==> config.mk <==
export PLATFORM = sky130hd
export DESIGN_NAME = seg_display_capture_flat
export DESIGN_NICKNAME = d
export VERILOG_FILES = /design/src/rtl/seg_display_capture_if.sv /design/src/rtl/seg_display_capture.sv /design/src/flat_wrapper.sv
export SDC_FILE = /design/constraint.sdc
export NUM_CORES = 1
export LEC_CHECK = 0
export CAP_MARGIN = 40
export CORE_MARGIN = 2
export CORE_UTILIZATION = 50
export DETAILED_ROUTE_END_ITERATION = 10
export HOLD_SLACK_MARGIN = 0.08
export PLACE_DENSITY = 0.87
export REMOVE_ABC_BUFFERS = 1
export SLEW_MARGIN = 20
export SYNTH_ARGS = -nofsm -noshare
export SYNTH_HDL_FRONTEND = slang
export SYNTH_SLANG_ARGS = --single-unit
export TNS_END_PERCENT = 1
==> constraint.sdc <==
create_clock -name clk -period 3.5 [get_ports clk]
set_input_delay 0.7 -clock clk [delete_from_list [all_inputs] [get_ports clk]]
set_output_delay 0.7 -clock clk [all_outputs]
set_load 0.03 [all_outputs]
==> src/rtl/seg_display_capture_if.sv <==
// Seven-segment capture bus: the multiplexed active-low segment/anode lines
// and the per-digit values recovered from them.
interface seg_display_capture_if #(
  parameter int DIGITS = 4
);
  logic [6:0]          seg_in;
  logic [DIGITS-1:0]   an_in;
  logic [4*DIGITS-1:0] digits_out;
  logic [DIGITS-1:0]   digit_valid;
  logic [DIGITS-1:0]   digit_err;
  logic                update;
  logic                frame_valid;

  // Display-drive side: drives segments and anodes, observes recovered values.
  modport master (
    output seg_in, an_in,
    input  digits_out, digit_valid, digit_err, update, frame_valid
  );

  // Capture side: samples segments and anodes, reports recovered values.
  modport slave (
    input  seg_in, an_in,
    output digits_out, digit_valid, digit_err, update, frame_valid
  );
endinterface

==> src/rtl/seg_display_capture.sv <==
// Recovers the value shown on each digit of a multiplexed, active-low
// seven-segment bus. A digit is accepted only after its segment/anode
// pattern has been stable for STABLE_CYCLES samples; illegal patterns
// are flagged and a pulse marks each completed frame.
module seg_display_capture #(
  parameter int DIGITS        = 4,
  parameter int STABLE_CYCLES = 4
) (
  input logic                  clk,
  input logic                  rst,
  seg_display_capture_if.slave bus
);
  typedef enum logic [1:0] {
    IDLE    = 2'd0,
    SETTLE  = 2'd1,
    CAPTURE = 2'd2,
    HOLD    = 2'd3
  } state_t;

  localparam logic [7:0] STABLE = 8'(STABLE_CYCLES);

  // Segment pattern to {err, value}; blank shows F, anything unknown is E.
  function automatic logic [4:0] decode_seg(input logic [6:0] pat);
    logic [4:0] res;
    case (pat)
      7'b1000000: res = {1'b0, 4'h0};
      7'b1111001: res = {1'b0, 4'h1};
      7'b0100100: res = {1'b0, 4'h2};
      7'b0110000: res = {1'b0, 4'h3};
      7'b0011001: res = {1'b0, 4'h4};
      7'b0010010: res = {1'b0, 4'h5};
      7'b0000010: res = {1'b0, 4'h6};
      7'b1111000: res = {1'b0, 4'h7};
      7'b0000000: res = {1'b0, 4'h8};
      7'b0010000: res = {1'b0, 4'h9};
      7'b1111111: res = {1'b0, 4'hF};
      default:    res = {1'b1, 4'hE};
    endcase
    return res;
  endfunction

  logic [6:0]          seg_r;
  logic [DIGITS-1:0]   an_r;
  logic                changed_r;
  logic [7:0]          count_r;
  state_t              state_r;
  state_t              state_next_s;
  logic [DIGITS-1:0]   seen_r;
  logic [4*DIGITS-1:0] digits_r;
  logic [DIGITS-1:0]   valid_r;
  logic [DIGITS-1:0]   err_r;
  logic                update_r;
  logic                frame_r;

  logic                in_diff_s;
  logic [3:0]          zeros_s;
  logic                an_legal_s;
  logic [DIGITS-1:0]   sel_s;
  logic [3:0]          old_val_s;
  logic                old_err_s;
  logic                old_valid_s;
  logic [4:0]          dec_s;
  logic                capture_s;
  logic                change_s;
  logic [DIGITS-1:0]   seen_next_s;
  logic                frame_s;

  assign in_diff_s = ({bus.seg_in, bus.an_in} != {seg_r, an_r});

  // Sample registers and the saturating stability counter.
  always_ff @(posedge clk) begin
    if (rst) begin
      seg_r     <= 7'h7F;
      an_r      <= {DIGITS{1'b1}};
      changed_r <= 1'b0;
      count_r   <= 8'd0;
    end else begin
      seg_r     <= bus.seg_in;
      an_r      <= bus.an_in;
      changed_r <= in_diff_s;
      if (in_diff_s) begin
        count_r <= 8'd1;
      end else if (count_r < STABLE) begin
        count_r <= count_r + 8'd1;
      end else begin
        count_r <= count_r;
      end
    end
  end

  // Decode which digit is selected and fetch its currently stored state.
  always_comb begin
    zeros_s     = 4'd0;
    old_val_s   = 4'h0;
    old_err_s   = 1'b0;
    old_valid_s = 1'b0;
    for (int i = 0; i < DIGITS; i++) begin
      zeros_s = zeros_s + {3'd0, ~an_r[i]};
    end
    an_legal_s = (zeros_s == 4'd1);
    sel_s      = an_legal_s ? ~an_r : {DIGITS{1'b0}};
    for (int i = 0; i < DIGITS; i++) begin
      old_val_s   = old_val_s   | (digits_r[4*i +: 4] & {4{sel_s[i]}});
      old_err_s   = old_err_s   | (err_r[i]   & sel_s[i]);
      old_valid_s = old_valid_s | (valid_r[i] & sel_s[i]);
    end
  end

  // Next-state logic: capture once per stable run of a legal selection.
  always_comb begin
    state_next_s = state_r;
    if (!an_legal_s) begin
      state_next_s = IDLE;
    end else begin
      case (state_r)
        IDLE, SETTLE:  state_next_s = (count_r == STABLE) ? CAPTURE : SETTLE;
        CAPTURE, HOLD: state_next_s = changed_r ? SETTLE : HOLD;
        default:       state_next_s = IDLE;
      endcase
    end
  end

  // Capture decisions: change detection for update, frame completion.
  always_comb begin
    capture_s   = (state_next_s == CAPTURE);
    dec_s       = decode_seg(seg_r);
    change_s    = capture_s & ((dec_s[3:0] != old_val_s) |
                               (dec_s[4] != old_err_s) | ~old_valid_s);
    seen_next_s = seen_r | sel_s;
    frame_s     = capture_s & (&seen_next_s);
  end

  // State register.
  always_ff @(posedge clk) begin
    if (rst) begin
      state_r <= IDLE;
    end else begin
      state_r <= state_next_s;
    end
  end

  // Stored digits, flags, frame tracking and the one-cycle pulses.
  always_ff @(posedge clk) begin
    if (rst) begin
      digits_r <= {(4*DIGITS){1'b0}};
      valid_r  <= {DIGITS{1'b0}};
      err_r    <= {DIGITS{1'b0}};
      seen_r   <= {DIGITS{1'b0}};
      update_r <= 1'b0;
      frame_r  <= 1'b0;
    end else begin
      update_r <= change_s;
      frame_r  <= frame_s;
      for (int i = 0; i < DIGITS; i++) begin
        if (capture_s && sel_s[i]) begin
          digits_r[4*i +: 4] <= dec_s[3:0];
          err_r[i]           <= dec_s[4];
          valid_r[i]         <= 1'b1;
        end
      end
      if (capture_s) begin
        seen_r <= frame_s ? {DIGITS{1'b0}} : seen_next_s;
      end
    end
  end

  assign bus.digits_out  = digits_r;
  assign bus.digit_valid = valid_r;
  assign bus.digit_err   = err_r;
  assign bus.update      = update_r;
  assign bus.frame_valid = frame_r;
endmodule

==> src/flat_wrapper.sv <==
// flat-port wrapper written by rule: the top's interface ports become plain ports
module seg_display_capture_flat 
#(
  parameter int DIGITS        = 4,
  parameter int STABLE_CYCLES = 4
)
  (clk, rst, bus_seg_in, bus_an_in, bus_digits_out, bus_digit_valid, bus_digit_err, bus_update, bus_frame_valid);
  seg_display_capture_if #(.DIGITS(DIGITS)) bus_i ();
  input logic clk;
  input logic rst;
  input wire logic [$bits(bus_i.seg_in)-1:0] bus_seg_in;
  input wire logic [$bits(bus_i.an_in)-1:0] bus_an_in;
  output wire logic [$bits(bus_i.digits_out)-1:0] bus_digits_out;
  output wire logic [$bits(bus_i.digit_valid)-1:0] bus_digit_valid;
  output wire logic [$bits(bus_i.digit_err)-1:0] bus_digit_err;
  output wire logic [$bits(bus_i.update)-1:0] bus_update;
  output wire logic [$bits(bus_i.frame_valid)-1:0] bus_frame_valid;
  assign bus_i.seg_in = bus_seg_in;
  assign bus_i.an_in = bus_an_in;
  assign bus_digits_out = bus_i.digits_out;
  assign bus_digit_valid = bus_i.digit_valid;
  assign bus_digit_err = bus_i.digit_err;
  assign bus_update = bus_i.update;
  assign bus_frame_valid = bus_i.frame_valid;
  seg_display_capture #(.DIGITS(DIGITS), .STABLE_CYCLES(STABLE_CYCLES)) u_core (.clk(clk), .rst(rst), .bus(bus_i));
endmodule
==> results of run 1 <==
==> sequential cells by signal (all words and copies together) (netlist names) <==
signal                  cells
u_core.bus.frame_valid      1
u_core.bus.digit_valid      4
u_core.an_r                 4
u_core.changed_r            1
u_core.bus.update           1
u_core.count_r              8
u_core.seen_r               4
u_core.bus.digit_err        4
u_core.seg_r                7
u_core.state_r              1
u_core.bus.digits_out      16
==> per-layer routing <==
| metal | vias up | track usage [%] |
|---|---|---|
| met5 | - | 0 |
| met4 | 0 | 6.67 |
| met3 | 8 | 3.84 |
| met2 | 88 | 36.6 |
| met1 | 966 | 29.6 |
| li1 | 1020 | - |
==> critical path, cell delays in order (launching register included) <==
cell	delay, ns
sky130_fd_sc_hd__dfxtp_1	0.52
sky130_fd_sc_hd__inv_1	0.19
sky130_fd_sc_hd__ha_1	0.34
sky130_fd_sc_hd__fa_1	0.37
sky130_fd_sc_hd__ha_1	0.29
sky130_fd_sc_hd__or3b_2	0.55
sky130_fd_sc_hd__a41oi_1	0.28
sky130_fd_sc_hd__o211ai_1	0.14
sky130_fd_sc_hd__a2bb2oi_1	0.18
sky130_fd_sc_hd__o2bb2ai_1	0.13
sky130_fd_sc_hd__a31oi_1	0.08
==> cell usage in the layout (no fill, tap or decap), types with 3 or more instances in the layout <==
cell type and count:
sky130_fd_sc_hd__dfxtp_1 51, sky130_fd_sc_hd__nand2_1 12, sky130_fd_sc_hd__nor3_1 14, sky130_fd_sc_hd__a211oi_1 9, sky130_fd_sc_hd__and2_1 5, sky130_fd_sc_hd__or3_1 3
sky130_fd_sc_hd__nor2_4 4, sky130_fd_sc_hd__o21a_1 4, sky130_fd_sc_hd__xor2_1 3, sky130_fd_sc_hd__nor2_1 27, sky130_fd_sc_hd__nand3_1 7, sky130_fd_sc_hd__a21oi_1 14
sky130_fd_sc_hd__xnor2_1 12, sky130_fd_sc_hd__nand2b_1 5, sky130_fd_sc_hd__or2_2 11, sky130_fd_sc_hd__ha_1 4, sky130_fd_sc_hd__o22ai_1 5, sky130_fd_sc_hd__nand4_1 3
sky130_fd_sc_hd__inv_1 7, sky130_fd_sc_hd__o21ai_0 9, sky130_fd_sc_hd__clkbuf_8 7, sky130_fd_sc_hd__a22oi_1 8, sky130_fd_sc_hd__nor2b_1 9, sky130_fd_sc_hd__clkdlybuf4s50_1 38
==> area by class of cell <==
type                            instances  area, sq um
Timing Repair Buffer                   40          395
Clock inverter                          1         7.51
Tap cell                               54         67.6
Clock buffer                            7         96.3
Inverter                                7         26.3
Multi-Input combinational cell        197         1300
Sequential cell                        51         1020
Fill cell                             403         1780
==> stage by stage <==
stage               area, sq um  power (mW)
floorplan                  2340       0.677
global placement           2810       0.715
detailed placement         2810       0.719
CTS                        2910        1.08
global route               2910        1.12
finish                     2910        1.08
==> power breakdown <==
part,switching [mW],internal [mW]
sequential,0.0171,0.588
combinational,0.0538,0.0476
clock,0.192,0.180
total,0.262,0.815
==> cells in the mapped netlist (all sizes together) <==
cell type,n
a2111oi,1
a211oi,9
a21o,1
a21oi,14
a22o,2
a22oi,8
a2bb2oi,1
a31oi,1
a41oi,1
and2,6
and4b,1
buf,4
clkbuf,14
dfxtp,51
fa,1
ha,4
inv,7
mux2i,2
nand2,13
nand2b,5
nand3,7
nand4,3
nand4b,1
nor2,31
nor2b,9
nor3,15
nor3b,1
nor4,3
o211ai,1
o21a,5
o21ai,9
o21bai,1
o22ai,5
o2bb2ai,1
o31ai,1
o32ai,1
o41ai,1
or2,11
or3,3
or3b,2
or4,1
xnor2,12
xor2,3
==> how the worst max path moves through the flow <==
stage                                          from                           end  slack, ns  cells after the start
after floorplan           u_core.an_r[0]$_SDFF_PP1_  u_core.bus.update$_SDFF_PP0_       0.63                     10
after global placement    u_core.an_r[0]$_SDFF_PP1_  u_core.bus.update$_SDFF_PP0_       0.53                     10
after detailed placement  u_core.an_r[0]$_SDFF_PP1_  u_core.bus.update$_SDFF_PP0_       0.37                     10
after CTS                 u_core.an_r[0]$_SDFF_PP1_  u_core.bus.update$_SDFF_PP0_       0.33                     10
after global routing      u_core.an_r[0]$_SDFF_PP1_  u_core.bus.update$_SDFF_PP0_       0.10                     10
final                     u_core.an_r[0]$_SDFF_PP1_  u_core.bus.update$_SDFF_PP0_       0.32                     10
==> cell families (layout without fill, tap and decap cells) <==
logic type               count (synthesis)  count (layout)
flip-flops                              51              51
multiplexers                             2               2
adder cells (fa/ha/maj)                  5               5
XOR/XNOR                                15              15
buffers and inverters                   25              55
AO/OA/AOI/OAI                           63              63
AND/OR/NAND/NOR                        112             112
==> metrics, run 1 <==
run status finished, final reports clean; area share of the largest cell type after synthesis 42.1%; via density per instance 5.83; post-synthesis sequential area ratio 42.1%; Met3 Routed Length 268 um; simple-gate portion of the synthesized area 26.3%; library cell used as clock root buffer sky130_fd_sc_hd__clkbuf_8; mux share of post-synthesis cell area 0.826%; die width 73.6 um; net count reported at finish 320; row cnt 25; slew at the pin closest to its max-slew limit 0.757 ns; Critical Path Source Type flop; PwrDens 370 nW/um^2; setup slack of the critical path after layout 0.316 ns; reg-to-reg startpoint u_core.an_r[0]$_SDFF_PP1_; total gr overflow 0; Pre-Repair DR Iteration Count 5; drc violations 0; element type at the critical path end flop; met1 wire length 2560 um; crit-path max FO 8; Hold Worst Slack 0.472 ns; post-CTS repair timing setup buffer count 0; clock latency at the later pin of the worst-skew pair 0.30 ns; ratio of final minimum period to clock period 91.0%; Worst Clk Skew 0.00806 ns; number of input and output port buffers inserted 38; DRC violation total after the first TritonRoute iteration 173; type of the setup path with the least slack flop to flop; endpoint of the worst hold-timing path u_core.count_r[6]$_SDFFE_PP0P_; top routing layer used met4; Min-Delay Path Depth 1; fraction of synthesized cell area in xor and xnor cells 5.42%; share of the synthesized area in compound gates (AO/OA/AOI/OAI) 18.1%; maximum root-to-sink buffer count 2; Sinks on Clock Net 51; Wirelength per Cell 15.6 um; RD Place Congestion 0.924; Syn Area/Cell 8.88 sq um; cell area after synthesis 2420 sq um; die area 5420 sq um; clock input transition at the sequential cells of the worst setup and hold paths 0.09 ns; fraction of layout cells with a size suffix above 1 10.9%; Placed Cells incl. Taps 349; biggest area consumer among synthesized cells sky130_fd_sc_hd__dfxtp_1; final core utilization 62.1%; number of I/O pins 39; number of antenna violations at the first check in global routing 0; Synth area leaders sky130_fd_sc_hd__dfxtp_1 42%, sky130_fd_sc_hd__xnor2_1 4.3%, sky130_fd_sc_hd__nor2_1 4.2%; synthesized instance count 273; number of buffers created by CTS 5; yosys synthesis warning count 0; Setup violations, final 0; # resized after CTS 0; overall track demand over capacity in global routing 22.2%; estimated wirelength of the detail-placed design 4120 um; summed negative setup slack over all endpoints 0 ns; final WL 5560 um; Synth-to-Final Area Change 20.1%; Worst R2R Setup Slack 0.32 ns; combinational family with the most area after synthesis simple AND/OR/NAND/NOR gates; tightest slew margin relative to the limit 49.0%; via count of the first global-routing pass 1928; depth of the CTS H-tree 2; Met2 Wirelength 2680 um; Critical Path RT 3.69 ns; launch instance of the worst min-delay path u_core.count_r[6]$_SDFFE_PP0P_; number of register bits inferred by synthesis 51; Distinct cells, synth 50; remaining antenna violation count 0; post-synthesis adder-cell area fraction 2.89%; RSZ-0062 raised after global routing no; endpoint of the worst-slack reg-to-reg timing path u_core.bus.update$_SDFF_PP0_; # diodes 0; Max-Cap Viols 0; effective utilization at floorplan 51.7%; Static Leakage 0.994 nW; Fmax achieved 0.314 GHz; largest net degree at the start of global routing 42; CP arrival 3.37 ns; via count 2082; wire length of the first global-routing pass 9310 um; Max VDD drop 295 uV; DIE HEIGHT 73.6 um; Hold Fails Final Rpt 0; TritonCTS clock tree built; clock period minus final worst setup slack 3.18 ns; number of pins with negative max-slew slack in the final report 0; non-filler instance count after layout 357; cts-stage hold buffer count 0; min-delay worst type flop to flop; placeable core area 4690 sq um; worst setup slack after placement 0.371 ns; count of cells along the worst register-to-register path 10
No activity file was read; power rests on OpenSTA's default activity.
==> run 2, diff against run 1 <==
--- a/config.mk
+++ b/config.mk
@@ -5,7 +5,7 @@
 export SDC_FILE = /design/constraint.sdc
 export NUM_CORES = 1
 export LEC_CHECK = 0
-export CAP_MARGIN = 40
+export CORE_ASPECT_RATIO = 1.5
 export CORE_MARGIN = 2
 export CORE_UTILIZATION = 50
 export DETAILED_ROUTE_END_ITERATION = 10
==> metrics, run 2 (same netlist as run 1, synthesis figures left out) <==
worst setup slack after placement 0.406 ns; non-filler instance count after layout 370; Fmax achieved 0.318 GHz; drc violations 0; net switching power 261 uW; Max VDD drop 260 uV; clock period minus final worst setup slack 3.14 ns; post-CTS repair timing setup buffer count 0; library cell used as clock root buffer sky130_fd_sc_hd__clkbuf_8; Sinks on Clock Net 51; number of flip-flops under the largest register name 16; Placed Cells incl. Taps 362; RSZ-0062 raised after global routing no; Switching Share 25.2%; Static Leakage 0.990 nW; most common library cell in the layout ignoring fill and taps sky130_fd_sc_hd__dfxtp_1; Max-Cap Viols 0; estimated wirelength of the detail-placed design 4040 um; total gr overflow 0; maximum root-to-sink buffer count 2; effective utilization at floorplan 51.2%; via density per instance 5.71; ratio of final minimum period to clock period 89.8%; clock latency at the later pin of the worst-skew pair 0.31 ns; via count 2114; RD Place Congestion 0.899; # diodes 0; depth of the CTS H-tree 2; type of the setup path with the least slack flop to flop; CP arrival 3.35 ns; setup slack of the critical path after layout 0.356 ns; power share of the sequential group 58.2%; design internal power 776 uW; via count of the first global-routing pass 2020; summed negative setup slack over all endpoints 0 ns; Critical Path Source Type flop; highest-count cells in the layout ignoring fill and taps 51 x sky130_fd_sc_hd__dfxtp_1, 38 x sky130_fd_sc_hd__clkdlybuf4s50_1, 27 x sky130_fd_sc_hd__nor2_1; overall track demand over capacity in global routing 22.7%; tightest slew margin relative to the limit 48.3%; Hold Fails Final Rpt 0; Critical Path RT 3.70 ns; Hold Worst Slack 0.475 ns; number of buffers created by CTS 5; PwrDens 356 nW/um^2; # resized after CTS 0; fraction of layout cells with a size suffix above 1 10.9%; Worst Clk Skew 0.0107 ns; Setup violations, final 0; TritonCTS clock tree built; wire length of the first global-routing pass 9340 um; remaining antenna violation count 0; placeable core area 4730 sq um; row cnt 31; number of pins with negative max-slew slack in the final report 0; Wirelength per Cell 14.6 um; Synth-to-Final Area Change 20.3%; clock input transition at the sequential cells of the worst setup and hold paths 0.09 ns; crit-path max FO 8; Comb pwr share 9.9%; run status finished, final reports clean; slew at the pin closest to its max-slew limit 0.768 ns; largest net degree at the start of global routing 42; cts-stage hold buffer count 0; min-delay worst type flop to flop; element type at the critical path end flop; DIE HEIGHT 89.3 um; number of antenna violations at the first check in global routing 0; net count reported at finish 321; final WL 5410 um; die width 60.8 um; Worst R2R Setup Slack 0.36 ns; number of I/O pins 39; Pre-Repair DR Iteration Count 4; DRC violation total after the first TritonRoute iteration 98; clock power share 31.9%; die area 5430 sq um; final core utilization 61.6%; number of input and output port buffers inserted 38
[run 2: cell count changes in the layout (fill, tap and decap cells not counted), sizes merged]
cell / before / now
buf: 2 / 3
clkinv: 0 / 1
clkbuf: 7 / 6
[run 2: worst max-delay path, stage by stage (launching register included)]
cell and delay (ns):
sky130_fd_sc_hd__dfxtp_1 0.51, sky130_fd_sc_hd__inv_1 0.18, sky130_fd_sc_hd__ha_1 0.34, sky130_fd_sc_hd__fa_1 0.37
sky130_fd_sc_hd__ha_1 0.29, sky130_fd_sc_hd__or3b_2 0.54, sky130_fd_sc_hd__a41oi_1 0.28, sky130_fd_sc_hd__o211ai_1 0.15
sky130_fd_sc_hd__a2bb2oi_1 0.17, sky130_fd_sc_hd__o2bb2ai_1 0.13, sky130_fd_sc_hd__a31oi_1 0.08
[run 2: final timing paths]
kind	from	cells after the start	end
worst max-delay path	u_core.an_r[0]$_SDFF_PP1_	10	u_core.bus.update$_SDFF_PP0_
worst min-delay path	u_core.count_r[5]$_SDFFE_PP0P_	1	u_core.count_r[5]$_SDFFE_PP0P_
worst max register to register	u_core.an_r[0]$_SDFF_PP1_	10	u_core.bus.update$_SDFF_PP0_
worst min register to register	u_core.count_r[5]$_SDFFE_PP0P_	1	u_core.count_r[5]$_SDFFE_PP0P_
[run 2: area by class of cell]
cell class / count / area (sq um)
Clock buffer: 6 / 72.6
Clock inverter: 2 / 12.5
Fill cell: 412 / 1820
Inverter: 7 / 26.3
Multi-Input combinational cell: 197 / 1300
Sequential cell: 51 / 1020
Tap cell: 66 / 82.6
Timing Repair Buffer: 41 / 403
[run 2: per-stage QoR]
step	power, mW	instance area [sq um]
after global routing	1.08	2920
after global placement	0.716	2830
after detailed placement	0.719	2830
after floorplan	0.677	2340
final	1.04	2920
after CTS	1.04	2920
[run 2: metal layers]
| metal | part of all wire [%] | vias up | GRT usage, % |
|---|---|---|---|
| met5 | 0 | - | 0 |
| met3 | 4.3 | 24 | 4.49 |
| met4 | 4.8 | 0 | 13.0 |
| li1 | - | 1019 | - |
| met2 | 51 | 75 | 38.7 |
| met1 | 39 | 996 | 25.8 |
[run 2: power by group through the flow]
stage | registers [mW] | clock network, mW | logic, mW
5_1_grt | 0.606 | 0.360 | 0.114
3_5_place_dp | 0.617 | 0 | 0.102
2_1_floorplan | 0.615 | 0 | 0.0613
4_1_cts | 0.604 | 0.338 | 0.102
3_3_place_gp | 0.616 | 0 | 0.0996
6_report | 0.604 | 0.330 | 0.103
==> run 3, diff against run 2 <==
--- a/config.mk
+++ b/config.mk
@@ -6,7 +6,7 @@
 export NUM_CORES = 1
 export LEC_CHECK = 0
 export CORE_ASPECT_RATIO = 1.5
-export CORE_MARGIN = 2
+export CORE_MARGIN = 4
 export CORE_UTILIZATION = 50
 export DETAILED_ROUTE_END_ITERATION = 10
 export HOLD_SLACK_MARGIN = 0.08
==> metrics, run 3 (same netlist as run 1, synthesis figures left out) <==
worst setup path start u_core.an_r[1]$_SDFF_PP1_; Static Leakage 0.991 nW; clock input transition at the sequential cells of the worst setup and hold paths 0.10 ns; element type at the critical path end flop; Pre-Repair DR Iteration Count 4; TritonCTS clock tree built; largest net degree at the start of global routing 42; Hold Fails Final Rpt 0; # diodes 0; number of I/O pins 39; RD Place Congestion 0.937; critical path cell sequence inv_1 -> ha_1 -> fa_1 -> ha_1 -> or3b_2 -> a41oi_1 -> o211ai_1 -> a2bb2oi_1 -> o2bb2ai_1 -> a31oi_1; worst setup slack after placement 0.372 ns; type of the setup path with the least slack flop to flop; tightest slew margin relative to the limit 46.7%; clock period minus final worst setup slack 3.17 ns; library cell used as clock root buffer sky130_fd_sc_hd__clkbuf_8; filler cell count 401; Wirelength per Cell 16.2 um; PwrDens 366 nW/um^2; number of input and output port buffers inserted 38; placeable core area 4620 sq um; crit-path max FO 8; Critical Path Source Type flop; via count 2125; die area 6050 sq um; most common library cell in the layout ignoring fill and taps sky130_fd_sc_hd__dfxtp_1; maximum single-stage delay on the critical path 0.55 ns; slew at the pin closest to its max-slew limit 0.792 ns; maximum root-to-sink buffer count 2; DIE HEIGHT 93.3 um; wire length of the first global-routing pass 9990 um; endpoint of the worst-slack reg-to-reg timing path u_core.bus.update$_SDFF_PP0_; # resized after CTS 0; Worst path most repeated cell sky130_fd_sc_hd__ha_1; Sinks on Clock Net 51; post-CTS repair timing setup buffer count 0; number of flip-flops under the largest register name 16; Worst Clk Skew 0.0138 ns; Max VDD drop 270 uV; Worst R2R Setup Slack 0.33 ns; CP arrival 3.37 ns; cts-stage hold buffer count 0; drc violations 0; total gr overflow 0; RSZ-0062 raised after global routing no; Synth-to-Final Area Change 20.4%; highest-count cells in the layout ignoring fill and taps 51 x sky130_fd_sc_hd__dfxtp_1, 38 x sky130_fd_sc_hd__clkdlybuf4s50_1, 27 x sky130_fd_sc_hd__nor2_1; Critical Path RT 3.70 ns; net count reported at finish 320; DRC violation total after the first TritonRoute iteration 230; effective utilization at floorplan 52.5%; via count of the first global-routing pass 2100; number of antenna violations at the first check in global routing 0; count of cells along the worst register-to-register path 10; capturing element of the worst setup path u_core.bus.update$_SDFF_PP0_; final WL 5930 um; min-delay worst type flop to flop; Fmax achieved 0.316 GHz; number of buffers created by CTS 5; remaining antenna violation count 0; overall track demand over capacity in global routing 21.2%; row cnt 30; number of pins with negative max-slew slack in the final report 0; clock latency at the later pin of the worst-skew pair 0.31 ns; fraction of layout cells with a size suffix above 1 10.9%; reg-to-reg startpoint u_core.an_r[1]$_SDFF_PP1_; estimated wirelength of the detail-placed design 4510 um; setup slack of the critical path after layout 0.330 ns; CP max stage cell sky130_fd_sc_hd__or3b_2; die width 64.8 um; via density per instance 5.79; run status finished, final reports clean; summed negative setup slack over all endpoints 0 ns; ratio of final minimum period to clock period 90.6%; Setup violations, final 0; depth of the CTS H-tree 2; Total Power Consumption 1.07 mW; Max-Cap Viols 0
## run 3: changes by cell type in the layout (fill, tap and decap cells not counted)
cell,previous run,this run
sky130_fd_sc_hd__buf_4,3,2
sky130_fd_sc_hd__clkbuf_1,1,0
sky130_fd_sc_hd__clkbuf_8,5,6
sky130_fd_sc_hd__clkinv_2,1,0
sky130_fd_sc_hd__clkinv_4,0,1
## run 3: how the worst min path moves through the flow
stage / depth (start not counted) / startpoint / slack (ns) / endpoint
after floorplan: 1 / u_core.count_r[7]$_SDFFE_PP0P_ / 0.43 / u_core.count_r[7]$_SDFFE_PP0P_
after global placement: 1 / u_core.count_r[6]$_SDFFE_PP0P_ / 0.45 / u_core.count_r[6]$_SDFFE_PP0P_
after detailed placement: 1 / u_core.count_r[6]$_SDFFE_PP0P_ / 0.45 / u_core.count_r[6]$_SDFFE_PP0P_
after CTS: 1 / u_core.count_r[6]$_SDFFE_PP0P_ / 0.47 / u_core.count_r[6]$_SDFFE_PP0P_
after global routing: 1 / u_core.count_r[6]$_SDFFE_PP0P_ / 0.51 / u_core.count_r[6]$_SDFFE_PP0P_
final: 1 / u_core.count_r[4]$_SDFFE_PP0P_ / 0.47 / u_core.count_r[4]$_SDFFE_PP0P_
## run 3: area by class of cell
cell class	instances	area, sq um	share of cell area, %
Sequential cell	51	1020	35.0
Tap cell	64	80.1	2.74
Timing Repair Buffer	40	395	13.5
Clock inverter	2	16.3	0.557
Multi-Input combinational cell	197	1300	44.4
Clock buffer	6	82.6	2.83
Inverter	7	26.3	0.900
## run 3: power by group
part | switching [mW] | total (mW) | internal [mW] | leakage [nW]
clock | 0.199 | 0.360 | 0.162 | 0.0474
combinational | 0.0545 | 0.102 | 0.0479 | 0.529
sequential | 0.0179 | 0.606 | 0.588 | 0.415
total | 0.271 | 1.07 | 0.797 | 0.991
## run 3: metrics by stage
step / cells / hold slack [ns] / util (%) / area [sq um]
2_1_floorplan: 255 / 0.431 / - / 2340
3_3_place_gp: 359 / 0.447 / 61.1 / 2820
3_5_place_dp: 359 / 0.445 / 61.1 / 2820
4_1_cts: 367 / 0.469 / 63.2 / 2920
5_1_grt: 367 / 0.506 / 63.2 / 2920
6_report: 367 / 0.470 / 63.2 / 2920
## run 3: critical path: cells and delay by family, from the launching register on
family                   cells  cell delay (ns)
AO/OA/AOI/OAI                5             0.82
adder cells (fa/ha/maj)      3             0.98
buffers and inverters        1             0.19
flip-flops                   1             0.52
AND/OR/NAND/NOR              1             0.55
## run 3: layer usage
metal | routed length, um | global-route usage (%) | share of wire (%)
met1 | 2180 | 23.0 | 37
met2 | 3050 | 37.0 | 51
met5 | 0 | 0 | 0
met3 | 379 | 4.09 | 6.4
met4 | 319 | 13.2 | 5.4
